**config.mk**
```make
export PLATFORM = sky130hd
export DESIGN_NAME = sic_issue_dispatch_flat
export DESIGN_NICKNAME = d
export VERILOG_FILES = /design/src/rtl/sic_issue_dispatch_if.sv /design/src/rtl/sic_issue_dispatch.sv /design/src/flat_wrapper.sv
export SDC_FILE = /design/constraint.sdc
export NUM_CORES = 1
export LEC_CHECK = 0
export CAP_MARGIN = 20
export CORE_ASPECT_RATIO = 1.75
export CORE_MARGIN = 2
export CORE_UTILIZATION = 50
export DETAILED_ROUTE_END_ITERATION = 8
export MAX_ROUTING_LAYER = met4
export PLACE_DENSITY = 0.77
export SYNTH_ARGS = -nofsm -noshare
export SYNTH_HDL_FRONTEND = slang
export SYNTH_SLANG_ARGS = --single-unit
```
**constraint.sdc**
```tcl
create_clock -name clk -period 2.9 [get_ports clk]
set_input_delay 0.435 -clock clk [delete_from_list [all_inputs] [get_ports clk]]
set_output_delay 0.435 -clock clk [all_outputs]
set_load 0.05 [all_outputs]
```
**src/rtl/sic_issue_dispatch_if.sv**
```systemverilog
// Issue-stage bundle: decoded-instruction input, per-SIC packet output,
// ECR release and flush controls.
interface sic_issue_dispatch_if #(
  parameter int NUM_SIC  = 4,
  parameter int ID_WIDTH = 8,
  parameter int INFO_W   = 64,
  parameter int NUM_ECR  = 2
);
  localparam int EW = $clog2(NUM_ECR);

  logic                in_valid;
  logic                in_ready;
  logic [INFO_W-1:0]   in_info;
  logic                in_is_branch;
  logic                in_pred_taken;
  logic [NUM_SIC-1:0]  sic_req_instr;
  logic [NUM_SIC-1:0]  out_valid;
  logic [INFO_W-1:0]   out_info;
  logic [ID_WIDTH-1:0] out_issue_id;
  logic                out_pred_taken;
  logic [EW:0]         out_dep_ecr;
  logic [EW:0]         out_set_ecr;
  logic [NUM_ECR-1:0]  ecr_release;
  logic                flush;

  modport slave (
    input  in_valid, in_info, in_is_branch, in_pred_taken, sic_req_instr,
           ecr_release, flush,
    output in_ready, out_valid, out_info, out_issue_id, out_pred_taken,
           out_dep_ecr, out_set_ecr
  );

  modport master (
    output in_valid, in_info, in_is_branch, in_pred_taken, sic_req_instr,
           ecr_release, flush,
    input  in_ready, out_valid, out_info, out_issue_id, out_pred_taken,
           out_dep_ecr, out_set_ecr
  );
endinterface

```
**src/rtl/sic_issue_dispatch.sv**
```systemverilog
// In-order issue stage: buffers decoded instructions, stamps issue ids,
// allocates ECR slots to branches and dispatches round-robin to idle SICs.
module sic_issue_dispatch #(
  parameter int NUM_SIC    = 4,
  parameter int ID_WIDTH   = 8,
  parameter int INFO_W     = 64,
  parameter int FIFO_DEPTH = 4,
  parameter int NUM_ECR    = 2
) (
  input logic                 clk,
  input logic                 rst_n,
  sic_issue_dispatch_if.slave bus
);
  localparam int EW = $clog2(NUM_ECR);
  localparam int AW = $clog2(FIFO_DEPTH);
  localparam int SW = $clog2(NUM_SIC);

  logic [INFO_W-1:0]   fifo_info [FIFO_DEPTH];
  logic [FIFO_DEPTH-1:0] fifo_br;
  logic [FIFO_DEPTH-1:0] fifo_pt;
  logic [AW-1:0]       wr_ptr;
  logic [AW-1:0]       rd_ptr;
  logic [AW:0]         count;
  logic                full;
  logic                empty;
  logic                push;
  logic                pop;
  logic                alloc;

  logic [INFO_W-1:0]   head_info;
  logic                head_br;
  logic                head_pt;

  logic [NUM_SIC-1:0]  eligible;
  logic [SW-1:0]       rr_ptr;
  logic [SW-1:0]       winner;
  logic [SW-1:0]       cand;
  logic                found;

  logic [NUM_ECR-1:0]  ecr_busy;
  logic [EW-1:0]       free_slot;
  logic                any_free;
  logic                last_vld;
  logic [EW-1:0]       last_id;

  logic [ID_WIDTH-1:0] issue_cnt;
  logic [NUM_SIC-1:0]  out_valid_q;
  logic [INFO_W-1:0]   out_info_q;
  logic [ID_WIDTH-1:0] out_id_q;
  logic                out_pt_q;
  logic [EW:0]         out_dep_q;
  logic [EW:0]         out_set_q;

  assign full  = (count == (AW+1)'(FIFO_DEPTH));
  assign empty = (count == '0);

  assign head_info = fifo_info[rd_ptr];
  assign head_br   = fifo_br[rd_ptr];
  assign head_pt   = fifo_pt[rd_ptr];

  // A SIC whose request is still high the cycle after it was served must
  // not receive a second packet.
  assign eligible = bus.sic_req_instr & ~out_valid_q;

  assign push  = bus.in_valid & ~full & ~bus.flush;
  assign pop   = ~empty & ~bus.flush & (|eligible) & (~head_br | any_free);
  assign alloc = pop & head_br;

  always_comb begin
    winner = '0;
    found  = 1'b0;
    cand   = '0;
    for (int i = 0; i < NUM_SIC; i++) begin
      cand = SW'((int'(rr_ptr) + i) % NUM_SIC);
      if (!found && eligible[cand]) begin
        winner = cand;
        found  = 1'b1;
      end
    end
  end

  // Lowest-numbered free slot; busy bits are the registered (pre-release) view.
  always_comb begin
    free_slot = '0;
    any_free  = 1'b0;
    for (int k = NUM_ECR - 1; k >= 0; k--) begin
      if (!ecr_busy[k]) begin
        free_slot = EW'(k);
        any_free  = 1'b1;
      end
    end
  end

  always_ff @(posedge clk) begin
    if (push) begin
      fifo_info[wr_ptr] <= bus.in_info;
      fifo_br[wr_ptr]   <= bus.in_is_branch;
      fifo_pt[wr_ptr]   <= bus.in_pred_taken;
    end
  end

  always_ff @(posedge clk or negedge rst_n) begin
    if (!rst_n) begin
      wr_ptr <= '0;
      rd_ptr <= '0;
      count  <= '0;
    end else if (bus.flush) begin
      wr_ptr <= '0;
      rd_ptr <= '0;
      count  <= '0;
    end else begin
      if (push) wr_ptr <= wr_ptr + 1'b1;
      if (pop)  rd_ptr <= rd_ptr + 1'b1;
      case ({push, pop})
        2'b10:   count <= count + 1'b1;
        2'b01:   count <= count - 1'b1;
        default: count <= count;
      endcase
    end
  end

  always_ff @(posedge clk or negedge rst_n) begin
    if (!rst_n) begin
      out_valid_q <= '0;
      out_info_q  <= '0;
      out_id_q    <= '0;
      out_pt_q    <= 1'b0;
      out_dep_q   <= '0;
      out_set_q   <= '0;
      issue_cnt   <= '0;
      rr_ptr      <= '0;
    end else begin
      out_valid_q <= '0;
      if (pop) begin
        out_valid_q <= NUM_SIC'(1) << winner;
        out_info_q  <= head_info;
        out_id_q    <= issue_cnt;
        out_pt_q    <= head_pt;
        out_dep_q   <= {last_vld, last_id};
        out_set_q   <= head_br ? {1'b1, free_slot} : '0;
        issue_cnt   <= issue_cnt + 1'b1;
        rr_ptr      <= (winner == SW'(NUM_SIC - 1)) ? '0 : winner + 1'b1;
      end
    end
  end

  // A same-cycle allocation overrides a release that targets last_ecr.
  always_ff @(posedge clk or negedge rst_n) begin
    if (!rst_n) begin
      ecr_busy <= '0;
      last_vld <= 1'b0;
      last_id  <= '0;
    end else if (bus.flush) begin
      ecr_busy <= '0;
      last_vld <= 1'b0;
    end else begin
      ecr_busy <= (ecr_busy & ~bus.ecr_release)
                | (alloc ? (NUM_ECR'(1) << free_slot) : '0);
      if (alloc) begin
        last_vld <= 1'b1;
        last_id  <= free_slot;
      end else if (last_vld && bus.ecr_release[last_id]) begin
        last_vld <= 1'b0;
      end
    end
  end

  assign bus.in_ready       = ~full;
  assign bus.out_valid      = out_valid_q;
  assign bus.out_info       = out_info_q;
  assign bus.out_issue_id   = out_id_q;
  assign bus.out_pred_taken = out_pt_q;
  assign bus.out_dep_ecr    = out_dep_q;
  assign bus.out_set_ecr    = out_set_q;

endmodule

```
**src/flat_wrapper.sv**
```systemverilog
// flat-port wrapper written by rule: the top's interface ports become plain ports
module sic_issue_dispatch_flat 
#(
  parameter int NUM_SIC    = 4,
  parameter int ID_WIDTH   = 8,
  parameter int INFO_W     = 64,
  parameter int FIFO_DEPTH = 4,
  parameter int NUM_ECR    = 2
)
  (clk, rst_n, bus_in_valid, bus_in_info, bus_in_is_branch, bus_in_pred_taken, bus_sic_req_instr, bus_ecr_release, bus_flush, bus_in_ready, bus_out_valid, bus_out_info, bus_out_issue_id, bus_out_pred_taken, bus_out_dep_ecr, bus_out_set_ecr);
  sic_issue_dispatch_if #(.NUM_SIC(NUM_SIC), .ID_WIDTH(ID_WIDTH), .INFO_W(INFO_W), .NUM_ECR(NUM_ECR)) bus_i ();
  input logic clk;
  input logic rst_n;
  input wire logic [$bits(bus_i.in_valid)-1:0] bus_in_valid;
  input wire logic [$bits(bus_i.in_info)-1:0] bus_in_info;
  input wire logic [$bits(bus_i.in_is_branch)-1:0] bus_in_is_branch;
  input wire logic [$bits(bus_i.in_pred_taken)-1:0] bus_in_pred_taken;
  input wire logic [$bits(bus_i.sic_req_instr)-1:0] bus_sic_req_instr;
  input wire logic [$bits(bus_i.ecr_release)-1:0] bus_ecr_release;
  input wire logic [$bits(bus_i.flush)-1:0] bus_flush;
  output wire logic [$bits(bus_i.in_ready)-1:0] bus_in_ready;
  output wire logic [$bits(bus_i.out_valid)-1:0] bus_out_valid;
  output wire logic [$bits(bus_i.out_info)-1:0] bus_out_info;
  output wire logic [$bits(bus_i.out_issue_id)-1:0] bus_out_issue_id;
  output wire logic [$bits(bus_i.out_pred_taken)-1:0] bus_out_pred_taken;
  output wire logic [$bits(bus_i.out_dep_ecr)-1:0] bus_out_dep_ecr;
  output wire logic [$bits(bus_i.out_set_ecr)-1:0] bus_out_set_ecr;
  assign bus_i.in_valid = bus_in_valid;
  assign bus_i.in_info = bus_in_info;
  assign bus_i.in_is_branch = bus_in_is_branch;
  assign bus_i.in_pred_taken = bus_in_pred_taken;
  assign bus_i.sic_req_instr = bus_sic_req_instr;
  assign bus_i.ecr_release = bus_ecr_release;
  assign bus_i.flush = bus_flush;
  assign bus_in_ready = bus_i.in_ready;
  assign bus_out_valid = bus_i.out_valid;
  assign bus_out_info = bus_i.out_info;
  assign bus_out_issue_id = bus_i.out_issue_id;
  assign bus_out_pred_taken = bus_i.out_pred_taken;
  assign bus_out_dep_ecr = bus_i.out_dep_ecr;
  assign bus_out_set_ecr = bus_i.out_set_ecr;
  sic_issue_dispatch #(.NUM_SIC(NUM_SIC), .ID_WIDTH(ID_WIDTH), .INFO_W(INFO_W), .FIFO_DEPTH(FIFO_DEPTH), .NUM_ECR(NUM_ECR)) u_core (.clk(clk), .rst_n(rst_n), .bus(bus_i));
endmodule
```
-- Yosys cells after proc, flatten, opt, wreduce, memory -nomap -nowiden
Memory sizes are Yosys's and may differ from the RTL's. A register that Yosys moved wholly into a read port is not among the register bits.
Index checks and enable logic that the tools add are counted.
- register bits after elaboration: 46
- bits in latches: 0
- memory bits (read-only): 0
- output and inout port bits: 82
- memories: 1
- input bits: 76
- memory bits (writable): 256
- memory list (memory ; depth ; width ; rd ports ; clocked after memory_dff ; wr ports ; RTL line ; RTL):
    u_core.fifo_info ; 4 ; 64 ; 1 ; 1 ; 1 ; sic_issue_dispatch.sv:18 ; logic [INFO_W-1:0] fifo_info [FIFO_DEPTH];
- shift operators: 2
- $mul: 0
- equality and inequality tests: 4
- mux-type cells: 44
- bitwise operators: 16
- $lt $le $gt $ge: 8
- add/sub/neg operators: 9
- div/mod/pow operators: 0
- reductions and logical operators: 16
- operators by type and width (operator ; number):
    $mux W2 ; 12
    $mux W1 ; 20
    $lt A2 B3 Y1 const B ; 6
    $bmux W1 S2 ; 6
    $add A2 B1 Y2 const B ; 4
    $add A8 B1 Y8 const B ; 1
    $bwmux W4 ; 2
    $and A1 B1 Y1 ; 6
    $pmux W3 S2 ; 1
    $reduce_bool A3 Y1 ; 2
    $logic_and A1 B1 Y1 ; 5
    $add A2 B2 Y2 const B ; 2
    $and A4 B4 Y4 ; 1
    $eq A2 B2 Y1 const B ; 2
    $logic_not A1 Y1 ; 4
    $mux W4 ; 1
    $not A1 Y1 ; 4
    $not A4 Y4 ; 1
    $reduce_bool A2 Y1 ; 2
    $reduce_or A4 Y1 ; 1
    $shl A1 B2 Y4 const A ; 1
    $add A3 B1 Y3 const B ; 1
    $eq A3 B3 Y1 const B ; 1
    $logic_not A3 Y1 ; 1
    other kinds (12) ; 12

-- Logic depth before layout (Yosys ltp)
- depth after elaboration: 16
- depth in mapped cells: 11
- gate-level depth less buffers: 8

-- Worst setup path after synthesis
No wires, ideal clock.
- path type: register -> register
- start point: reg u_core.count[2]
- end point: reg u_core.fifo_br[0], enable pin
- path slack: -0.744 ns
- library setup time: 0.431 ns
- clock period less this slack: 3.644 ns
- arrival: 3.213 ns
- stages on the path, launching flop included: 6
- cells stage by stage: dfrtp_1 > or3b_2 > clkbuf_1 > nand2_1 > nor2_1 > and2_1
- longest elaborated chain between the ends: 4
- RTL lines (what ; RTL line ; RTL):
    from (decl) ; sic_issue_dispatch.sv:23 ; logic [AW:0] count;
    from (signal assigned) ; sic_issue_dispatch.sv:115 ; 2'b10: count <= count + 1'b1;
    from (signal assigned) ; sic_issue_dispatch.sv:116 ; 2'b01: count <= count - 1'b1;
    from (signal assigned) ; sic_issue_dispatch.sv:117 ; default: count <= count;
    $eq A3 B3 Y1 ; sic_issue_dispatch.sv:54 ; assign full = (count == (AW+1)'(FIFO_DEPTH));
    $not A1 Y1 ; n/a ;
    via bus_in_ready ; flat_wrapper.sv:21 ; output wire logic [$bits(bus_i.in_ready)-1:0] bus_in_ready;
    $and A1 B1 Y1 (2 in series) ; sic_issue_dispatch.sv:65 ; assign push = bus.in_valid & ~full & ~bus.flush;
    to (signal, indexed assignment) ; sic_issue_dispatch.sv:97 ; fifo_br[wr_ptr] <= bus.in_is_branch;
    to (decl) ; sic_issue_dispatch.sv:19 ; logic [FIFO_DEPTH-1:0] fifo_br;
The timed path passes the listed nets, and every way through them passes these cells.
A chain may end at the register's enable or synchronous reset.

-- Worst setup path after layout
- start point: reg u_core.count[0]
- end point: out bus_in_ready
- longest elaborated chain between the ends: 2
- RTL lines (what ; RTL line ; RTL):
    $eq A3 B3 Y1 ; sic_issue_dispatch.sv:54 ;
    $not A1 Y1 ; sic_issue_dispatch.sv:168 ; assign bus.in_ready = ~full;
    to (decl) ; flat_wrapper.sv:21 ;
Every way passes these cells.

==> impl_metrics.toml <==
[clocking]
clkLatencyLatePin_ns = 0.56
cts_tree = "done"
cts.sinks = 366
clk_root_buffer_cell = "clkbuf_16"
post-cts-setup-buffers = 0
cts_made_buffers = 31
clk_pin_slew_worst_paths_ns = 0.07
htree_levels = 1
clock_path_buffers = 3

[timing]
finalHoldViolations = 0
drv_slew = 0
worst_pin_slew_ns = 1.05
setup_tns_ns = 0
slew_headroom_pct = 30.1
period_minus_slack_ns = 2.73
skew_ns = 0.0117
whs_ns = 0.459
fmax_mhz = 366
setup_violations = 0
finalCritPeriodShare_pct = 94.2
rsz0062_at_grt = "false"

[routing]
drc = 0
wirelength_mm = 27.1
dr.pass1.iters = 5
drtAntennaViolNets = 0
drtIter0Drc = 550
wl_per_cell_um = 19.5
drt-vias-per-instance = 5.26
vias = 7306

[yosys]
yosys_warnings = 0
synthTopCellsByCount = "edfxtp_1 (264), nand2_1 (239), dfrtp_1 (102), mux4_2 (65), clkbuf_1 (22)"
synth_edf_count = 264
ys.flop_type = "edfxtp_1"
synth_top_family_by_area = "multiplexers"
synth_mux_area_share_pct = 11.1
yosysUniqueCellTypes = 42
syn-cell-area_um2 = 13800
yosys-top-cells-area = "edfxtp_1 (58%), dfrtp_1 (19%), mux4_2 (11%)"
synth_top_area_share_pct = 57.6
synthArstFlopShare_pct = 27.9
synth_compound_area_share_pct = 1.09
ys_seq_elements = 366
synth_fp_nets = 899
synth.avg_cell_area_um2 = 16.9
ys_seq_area_share_pct = 76.2
synth_largest_area_cell = "edfxtp_1"
yosysMostFrequentCell = "edfxtp_1"
synth-xor-area-share_pct = 0.636
synth-simple-area-share_pct = 8.61
synthAdderAreaFrac_pct = 0.964
synth_cells = 813

[pwr]
power_density_nw_per_um2 = 986
comb_power_share_pct = 33.9
p_leak_nw = 6.27
ir_drop_uv = 737
p_sw_mw = 5.90
intPower_mw = 10.9
p_clk_share_pct = 24.5
p_sw_share_pct = 35.2
seqPwrFrac_pct = 41.6

[global_routing]
antenna_found_initial = 3
grt_usage_pct = 20.1
grt_overflow = 0
grt_pass1_vias = 7795
grt_max_degree = 68
grt_pass1_wl_mm = 42.6

[critical_path]
cp-startpoint = "u_core.count[0]"
r2r_setup_slack_ns = 0.59
end_kind = "output pin"
crit_arrival_ns = 2.30
crit_end = "bus_in_ready"
critPathMaxFanout = 5
crit_type = "flip-flop to output pin"
critPathLaunchType = "flip-flop"
rr_worst_depth = 7
worst_r2r_endpoint = "u_core.rd_ptr[1]"
cp.required_ns = 2.47
crit-reg2reg-launch = "u_core.rd_ptr[1]"

[final_layout]
multiInputGateArea_um2 = 3100
fill_cells = 1932
regArea_um2 = 10500
area_delta_synth_final_pct = 23.7
layout-drive-gt1-share_pct = 15.4
nNetsFinal = 1080

[placement]
dp_hpwl_mm = 16.7
portBuffers = 157
gp_congestion = 0.785

[run]
max_cap_violations = 0

[die]
die_y_um = 223
start_util_pct = 50.7
core_region_area_um2 = 27100
chipWidth_um = 129
rows = 80
die-area_um2 = 28900
io_pins = 158

[worst_hold_path]
hp-class = "input pin to async pin"

[outcome]
outcome = "complete, no violations"
-- stage by stage --
step	util [%]	instances	worst slack [ns]	area [um^2]	total power [mW]
after global placement	59.0	1329	0.118	16000	12.7
after CTS	62.7	1387	0.136	17000	17.0
after detailed placement	59.0	1329	0.0540	16000	12.9
after global routing	62.8	1390	0.113	17000	17.6
after floorplan	-	813	-0.0225	13800	10.9
final	62.8	1390	0.168	17000	16.8
-- per-layer routing --
metal / GRT usage, % / routed length (um) / part of all wire [%] / vias to the layer above
li1: - / - / - / 3349
met4: 6.76 / 648 / 2.4 / 0
met5: - / 0 / 0 / -
met1: 23.5 / 10300 / 38 / 3721
met3: 2.33 / 1180 / 4.4 / 41
met2: 35.8 / 15000 / 55 / 195
-- repair_timing --
item	in CTS	in global routing
endpoints found under the hold margin	44	0
hold buffers	1	0
resized for setup	0	0
-- power groups by stage --
stage / combinational, mW / clock, mW / sequential, mW
floorplan: 2.16 / 0 / 8.70
global placement: 5.65 / 0 / 7.07
detailed placement: 5.77 / 0 / 7.08
CTS: 5.79 / 4.19 / 6.99
global route: 6.11 / 4.38 / 7.07
finish: 5.70 / 4.11 / 6.99
-- cell type report --
cell class | count | share of cell area [%]
antenna | 3 | 0.0441
clock buffer | 45 | 5.21
clock inverter | 12 | 0.728
inverter | 7 | 0.154
multi-input combinational | 402 | 18.2
sequential | 366 | 61.6
tap | 369 | 2.71
timing repair buffer | 186 | 11.3
-- worst min-delay path by stage --
stage / start / end / slack, ns / cells past startpoint
final: rst_n / u_core.bus.out_info[1] / 0.46 / 2
after global routing: u_core.bus.out_issue_id[4] / u_core.bus.out_issue_id[4] / 0.49 / 2
after CTS: rst_n / u_core.issue_cnt[7] / 0.48 / 2
after detailed placement: u_core.bus.out_info[57] / u_core.bus.out_info[57] / 0.46 / 2
after global placement: u_core.last_vld / u_core.bus.out_dep_ecr[1] / 0.46 / 2
after floorplan: rst_n / u_core.bus.out_dep_ecr[0] / 0.14 / 0
-- cell families after synthesis --
group	Yosys count
compound gates	24
xor+xnor	10
fa+ha+maj	10
buf+inv	45
flops	366
mux	71
simple gates	287
-- critical path: stages, from the launching register on --
cell and delay [ns]:
dfrtp_1 0.45, or3b_2 0.56, clkdlybuf4s50_1 0.74
-- layout by cell type, fill, tap and decap left out, types with 3 or more instances in the layout --
master / instances
clkbuf_8: 3
edfxtp_1: 264
mux4_2: 65
inv_1: 7
dfrtp_1: 99
clkdlybuf4s50_1: 156
buf_4: 18
clkinv_2: 6
ha_1: 9
diode_2: 3
and2_1: 4
and2_4: 4
nand4_1: 3
nand2_1: 239
clkbuf_1: 8
nor3_1: 3
buf_12: 11
a22o_1: 3
mux2i_1: 4
nor2_1: 9
o21ai_0: 8
nor2b_1: 5
a21oi_1: 6
clkbuf_16: 32
xnor2_1: 9
nand3_1: 5
-- state kept, by name, indices dropped and copies added (netlist names), 3 cells and up --
name,cells
u_core.issue_cnt,8
u_core.bus.out_issue_id,8
u_core.fifo_info,256
u_core.bus.out_valid,4
u_core.fifo_pt,4
u_core.bus.out_info,64
u_core.fifo_br,4
u_core.count,3
Note: power is estimated with default switching activity, not from simulation.
